### config.mk
export PLATFORM = sky130hd
export DESIGN_NAME = stdp_synapse_array
export DESIGN_NICKNAME = d
export VERILOG_FILES = /design/src/rtl/stdp_pkg.sv /design/src/rtl/stdp_trace.sv /design/src/rtl/stdp_synapse_array.sv
export SDC_FILE = /design/constraint.sdc
export NUM_CORES = 1
export LEC_CHECK = 0
export ABC_AREA = 0
export ABC_CLOCK_PERIOD_IN_PS = 9500
export BUFFER_PORTS_ARGS = -buffer_cell sky130_fd_sc_hd__buf_2
export CELL_PAD_IN_SITES_DETAIL_PLACEMENT = 0
export CELL_PAD_IN_SITES_GLOBAL_PLACEMENT = 1
export CORE_MARGIN = 5
export CORE_UTILIZATION = 43
export CTS_CLUSTER_SIZE = 12
export DETAILED_ROUTE_END_ITERATION = 8
export GPL_TIMING_DRIVEN = 0
export PLACE_DENSITY = 0.89
export SLEW_MARGIN = 5
export SYNTH_ARGS = -nofsm -noshare
export SYNTH_HDL_FRONTEND = slang
export SYNTH_SLANG_ARGS = --single-unit
### constraint.sdc
create_clock -name clk -period 9.5 [get_ports clk]
set_input_delay 1.425 -clock clk [delete_from_list [all_inputs] [get_ports clk]]
set_output_delay 1.425 -clock clk [all_outputs]
set_load 0.05 [all_outputs]
### src/rtl/stdp_pkg.sv
// Shared constants and saturating arithmetic helpers for the STDP core.
package stdp_pkg;

    localparam int N_SYN_D       = 4;
    localparam int W_W_D         = 8;
    localparam int V_W_D         = 12;
    localparam int TR_W_D        = 8;
    localparam int THRESHOLD_D   = 200;
    localparam int LEAK_SHIFT_D  = 3;
    localparam int DECAY_SHIFT_D = 2;
    localparam int A_POS_SHIFT_D = 4;
    localparam int A_NEG_SHIFT_D = 5;
    localparam int REFRAC_D      = 3;
    localparam int W_INIT_D      = 64;

    function automatic int sat_add(input int a, input int b, input int hi);
        int s;
        s = a + b;
        return (s > hi) ? hi : s;
    endfunction

    function automatic int clamp(input int x, input int lo, input int hi);
        if (x < lo) return lo;
        if (x > hi) return hi;
        return x;
    endfunction

endpackage

### src/rtl/stdp_trace.sv
// Single exponential-style trace: loads full scale on a spike and
// decays by a shifted fraction (at least one) each cycle otherwise.
module stdp_trace
    import stdp_pkg::*;
#(
    parameter int TR_W        = TR_W_D,
    parameter int DECAY_SHIFT = DECAY_SHIFT_D
) (
    input  logic            clk,
    input  logic            rst_n,
    input  logic            spike,
    output logic [TR_W-1:0] trace
);

    logic [TR_W-1:0] trace_q;
    logic [TR_W-1:0] trace_d;
    logic [TR_W-1:0] dec;

    always_comb begin
        dec = trace_q >> DECAY_SHIFT;
        // Minimum step of one keeps small traces from sticking.
        if (dec == '0) dec = TR_W'(1);
        trace_d = trace_q;
        if (spike) begin
            trace_d = '1;
        end else if (trace_q != '0) begin
            trace_d = trace_q - dec;
        end
    end

    always_ff @(posedge clk) begin
        if (!rst_n) begin
            trace_q <= '0;
        end else begin
            trace_q <= trace_d;
        end
    end

    assign trace = trace_q;

endmodule

### src/rtl/stdp_synapse_array.sv
// Leaky integrate-and-fire neuron fed by N_SYN plastic synapses with
// trace-based STDP, refractory period and a weight load/readout port.
module stdp_synapse_array
    import stdp_pkg::*;
#(
    parameter int N_SYN       = N_SYN_D,
    parameter int W_W         = W_W_D,
    parameter int V_W         = V_W_D,
    parameter int TR_W        = TR_W_D,
    parameter int THRESHOLD   = THRESHOLD_D,
    parameter int LEAK_SHIFT  = LEAK_SHIFT_D,
    parameter int DECAY_SHIFT = DECAY_SHIFT_D,
    parameter int A_POS_SHIFT = A_POS_SHIFT_D,
    parameter int A_NEG_SHIFT = A_NEG_SHIFT_D,
    parameter int REFRAC      = REFRAC_D,
    parameter int W_INIT      = W_INIT_D,
    localparam int AW = (N_SYN > 1) ? $clog2(N_SYN) : 1
) (
    input  logic             clk,
    input  logic             rst_n,
    input  logic [N_SYN-1:0] pre_spike,
    input  logic             learn_en,
    input  logic             wr_en,
    input  logic [AW-1:0]    wr_addr,
    input  logic [W_W-1:0]   wr_data,
    input  logic [AW-1:0]    rd_addr,
    output logic [W_W-1:0]   rd_data,
    output logic             post_spike,
    output logic [V_W-1:0]   membrane,
    output logic [TR_W-1:0]  post_trace
);

    localparam int IW    = W_W + AW;
    localparam int CW    = (REFRAC > 0) ? $clog2(REFRAC + 1) : 1;
    localparam int W_MAX = (1 << W_W) - 1;
    localparam int V_MAX = (1 << V_W) - 1;

    logic [W_W-1:0]  w_q [N_SYN];
    logic [W_W-1:0]  w_d [N_SYN];
    logic [V_W-1:0]  v_q;
    logic [V_W-1:0]  v_d;
    logic [CW-1:0]   cnt_q;
    logic [CW-1:0]   cnt_d;
    logic            spike_q;
    logic            spike_d;

    logic [TR_W-1:0] pre_tr [N_SYN];
    logic [TR_W-1:0] post_tr;
    logic [IW-1:0]   cur;
    logic            fire;
    int              v_next;
    int              ltp [N_SYN];
    int              ltd [N_SYN];

    for (genvar g = 0; g < N_SYN; g++) begin : g_pre
        stdp_trace #(
            .TR_W        (TR_W),
            .DECAY_SHIFT (DECAY_SHIFT)
        ) u_pre_trace (
            .clk   (clk),
            .rst_n (rst_n),
            .spike (pre_spike[g]),
            .trace (pre_tr[g])
        );
    end

    stdp_trace #(
        .TR_W        (TR_W),
        .DECAY_SHIFT (DECAY_SHIFT)
    ) u_post_trace (
        .clk   (clk),
        .rst_n (rst_n),
        .spike (fire),
        .trace (post_tr)
    );

    always_comb begin
        cur = '0;
        for (int i = 0; i < N_SYN; i++) begin
            if (pre_spike[i]) cur = cur + IW'(w_q[i]);
        end
    end

    always_comb begin
        v_next = sat_add(int'(v_q) - int'(v_q >> LEAK_SHIFT),
                         int'(cur), V_MAX);
        fire  = 1'b0;
        v_d   = v_q;
        cnt_d = cnt_q;
        if (cnt_q != '0) begin
            v_d   = '0;
            cnt_d = cnt_q - 1'b1;
        end else if (v_next >= THRESHOLD) begin
            fire  = 1'b1;
            v_d   = '0;
            cnt_d = CW'(REFRAC);
        end else begin
            v_d = V_W'(v_next);
        end
        spike_d = fire;
    end

    // Learning uses pre-edge traces; a write wins over learning.
    always_comb begin
        for (int i = 0; i < N_SYN; i++) begin
            ltp[i] = 0;
            ltd[i] = 0;
            if (fire) ltp[i] = int'(pre_tr[i] >> A_POS_SHIFT);
            if (pre_spike[i]) ltd[i] = int'(post_tr >> A_NEG_SHIFT);
            w_d[i] = w_q[i];
            if (learn_en) begin
                w_d[i] = W_W'(clamp(int'(w_q[i]) + ltp[i] - ltd[i],
                                    0, W_MAX));
            end
            if (wr_en && (wr_addr == AW'(i))) w_d[i] = wr_data;
        end
    end

    always_ff @(posedge clk) begin
        if (!rst_n) begin
            for (int i = 0; i < N_SYN; i++) w_q[i] <= W_W'(W_INIT);
            v_q     <= '0;
            cnt_q   <= '0;
            spike_q <= 1'b0;
        end else begin
            for (int i = 0; i < N_SYN; i++) w_q[i] <= w_d[i];
            v_q     <= v_d;
            cnt_q   <= cnt_d;
            spike_q <= spike_d;
        end
    end

    always_comb begin
        rd_data = '0;
        for (int i = 0; i < N_SYN; i++) begin
            if (rd_addr == AW'(i)) rd_data = w_q[i];
        end
    end

    assign post_spike = spike_q;
    assign membrane   = v_q;
    assign post_trace = post_tr;

endmodule

==> results.json <==
{
  "grt_use_total_pct": 20.4,
  "setup-violations-final": 32,
  "clock_sinks": 87,
  "hpwl_mm": 18.7,
  "synth-xor-area-share_pct": 7.26,
  "final_core_util_pct": 53.9,
  "violations": "negative setup slack",
  "ys.flop_type": "dfxtp_1",
  "fin_crit_ps": 10040,
  "cts-buffers-inserted": 9,
  "seq_area_frac_synth_pct": 19.0,
  "core_mm2": 0.0210,
  "final_max_slew_viol_count": 0,
  "async_reset_ff_share_pct": 0,
  "synth_top_area_share_pct": 19.0,
  "rows": 53,
  "rsz0062_at_grt": "true",
  "gp_congestion": 0.893,
  "crit_start": "pre_spike[0]",
  "routed_via_density": 5.39,
  "numPortBuffers": 44,
  "htreeDepth": 3,
  "synth-edff-count": 0,
  "drive_gt1_share_pct": 22.9,
  "post-synth-top-count-cell": "inv_1",
  "grt_max_degree": 16,
  "critical_path_class": "in2reg",
  "max_freq_mhz": 99.6,
  "grt_pass1_vias": 8214,
  "cts_tree": "done",
  "cpMaxStageDelayCell": "fa_1",
  "wl_met1_mm": 11.7,
  "nFillCells": 1899,
  "required_ps": 9700,
  "synth_top_cell_by_area": "dfxtp_1",
  "die_w_um": 156,
  "drt_pass1_iterations": 5,
  "yosys_warnings": 0,
  "antenna_cells": 0,
  "syn-cell-area_mm2": 0.00917,
  "min_from": "cnt_q[0]",
  "clk_path_buf_depth": 2,
  "avgRoutedWirePerCell_um": 16.0,
  "wirelength_mm": 24.9,
  "top_layer": "met4",
  "cp.arrival_ps": 10240,
  "nets": 1442,
  "worst_hold_slack_ps": 489,
  "synth-simple-area-share_pct": 16.8,
  "fin_ws_ps": -543,
  "start_kind": "input port",
  "critPathMaxFanout": 6,
  "grt_antenna_before_repair": 0,
  "ioPinCount": 49,
  "syn-num-nets": 1328,
  "clkLatencyLatePin_ps": 350,
  "synth_seq_cells": 87,
  "synth_common_cells": "inv_1, ha_1, a21oi_1, dfxtp_1, nor2_1",
  "wl_met3_um": 893,
  "grt_first_pass_wirelength_mm": 40.6,
  "first_iter_violations": 474,
  "synth_area_leaders": "dfxtp_1, ha_1, inv_1, xnor2_1, a21oi_1",
  "dieArea_mm2": 0.0243,
  "synth_cells": 1166,
  "syn_avg_cell_area_um2": 7.86,
  "crit_path_end_kind": "flop",
  "route.met2.wl_mm": 11.5,
  "fin_skew_ps": 15.5,
  "dpl.cell_count": 1485,
  "die_h_um": 156,
  "maxSlewHeadroom_pct": 36.2,
  "ant_nets": 0,
  "drcViolationCount": 0,
  "synthAdderAreaFrac_pct": 21.5,
  "cap_violations": 0,
  "period_share_pct": 106,
  "min_path_type": "reg2reg",
  "worst_pin_slew_ps": 955,
  "vias": 8408,
  "cts-root-buf": "clkbuf_16",
  "finalHoldViolCount": 0,
  "max_stage_delay_ps": 550,
  "status": "complete, but fails checks",
  "start_util_pct": 43.6,
  "syn2layout_area_growth_pct": 23.7,
  "fin_cells": 1560,
  "grt_remaining_overflow": 0,
  "path_clk_slew_ps": 70,
  "crit_top_cell": "and2_4",
  "ys_types": 61,
  "synth_mux_area_share_pct": 3.52,
  "synth_top_family_by_area": "compound AO/OA/AOI/OAI gates",
  "synth_compound_area_share_pct": 23.6,
  "r2r_start": "w_q[0][1]"
}
[layer usage]
| metal | up-vias | track usage [%] |
|---|---|---|
| met1 | 3911 | 27.9 |
| met4 | 0 | 8.67 |
| met5 | - | 0 |
| li1 | 4257 | - |
| met3 | 60 | 1.89 |
| met2 | 180 | 33.0 |
[worst paths after layout]
kind / endpoint / slack (ps) / cells past startpoint
worst min-delay path: cnt_q[0] / 490 / 1
worst max register to register: w_q[2][6] / 260 / 51
worst min register to register: cnt_q[0] / 490 / 1
worst max-delay path: w_q[2][6] / -540 / 51
[layout by cell type (no fill, tap or decap), types with 7 or more instances in the layout]
cell type  Yosys  layout
o21a_1        46      45
nand3_1       18      18
a211oi_1       8       7
nand2_1       52      47
nor2_1        80      78
nor3_1        44      41
fa_1          22      16
a21o_1        29      29
and2_1        19      13
clkbuf_1      35      32
ha_1         120     107
inv_1        157     147
buf_4          0      56
and2_4         1       7
a21boi_1       0      28
buf_2          1      45
nand2b_1      21      20
a21oi_2        0      10
xnor2_1       61      60
mux2_2        10       8
ha_4           0      13
a21boi_2       0       8
o21ai_1        3      12
nor2b_1       23      17
mux4_2         8       8
o21ai_2        0      41
dfxtp_1       87      87
a21oi_1       94      83
and3_1        12      10
inv_2          0      10
o21ai_0       75      23
xor2_1        15      15
clkbuf_16      0      10
[worst max-delay path, delay by kind of cell]
family / cells / cell delay (ps)
AOI/OAI and AO/OA: 16 / 2720
xor gates and xnor gates: 1 / 150
adders and majority gates: 8 / 2750
buffers and inverters: 8 / 800
muxes: 1 / 210
and+or+nand+nor: 17 / 2170
[stage by stage]
| step | setup TNS (ps) | area (µm²) | setup slack (ps) |
|---|---|---|---|
| detailed placement | -43660 | 9980 | -1460 |
| CTS | -10180 | 10900 | -475 |
| global placement | -39200 | 9980 | -1350 |
| global route | -25400 | 11300 | -914 |
| finish | -13220 | 11300 | -543 |
| floorplan | -2480 | 9420 | -152 |
[repair_timing]
item / 4_1_cts / 5_1_grt
gates resized for setup: 106 / 69
cloned: 3 / 0
pin swaps: 69 / 75
buffers inserted: 42 / 17
hold buffers: 0 / 0
setup endpoints to repair: 32 / 32
[sequential cells by signal, summed over array words and instances, names as in the netlist]
name                     count
u_post_trace.trace           8
post_spike                   1
w_q                         32
cnt_q                        2
membrane                    12
g_pre.u_pre_trace.trace     32
[cell type report]
class                   count  area, µm²  share of cell area (%)
clock inverters             5       40.0                   0.353
well taps                 275        344                    3.04
multi-input cells         881       7460                    65.8
inverters                 158        593                    5.23
plain buffers              38        193                    1.70
flip-flops and latches     87       1740                    15.4
clock buffers              11        243                    2.14
repair buffers            105        717                    6.33
[kinds of logic after synthesis]
| kind of cell | count (synthesis) |
|---|---|
| AOI/OAI and AO/OA | 335 |
| and+or+nand+nor | 304 |
| buffers and inverters | 198 |
| adders and majority gates | 145 |
| DFF | 87 |
| xor gates and xnor gates | 76 |
| muxes | 21 |
Power is left out: the tool's default activity adds up to more than one toggle a clock period on the data nets, which glitch-free logic cannot reach.
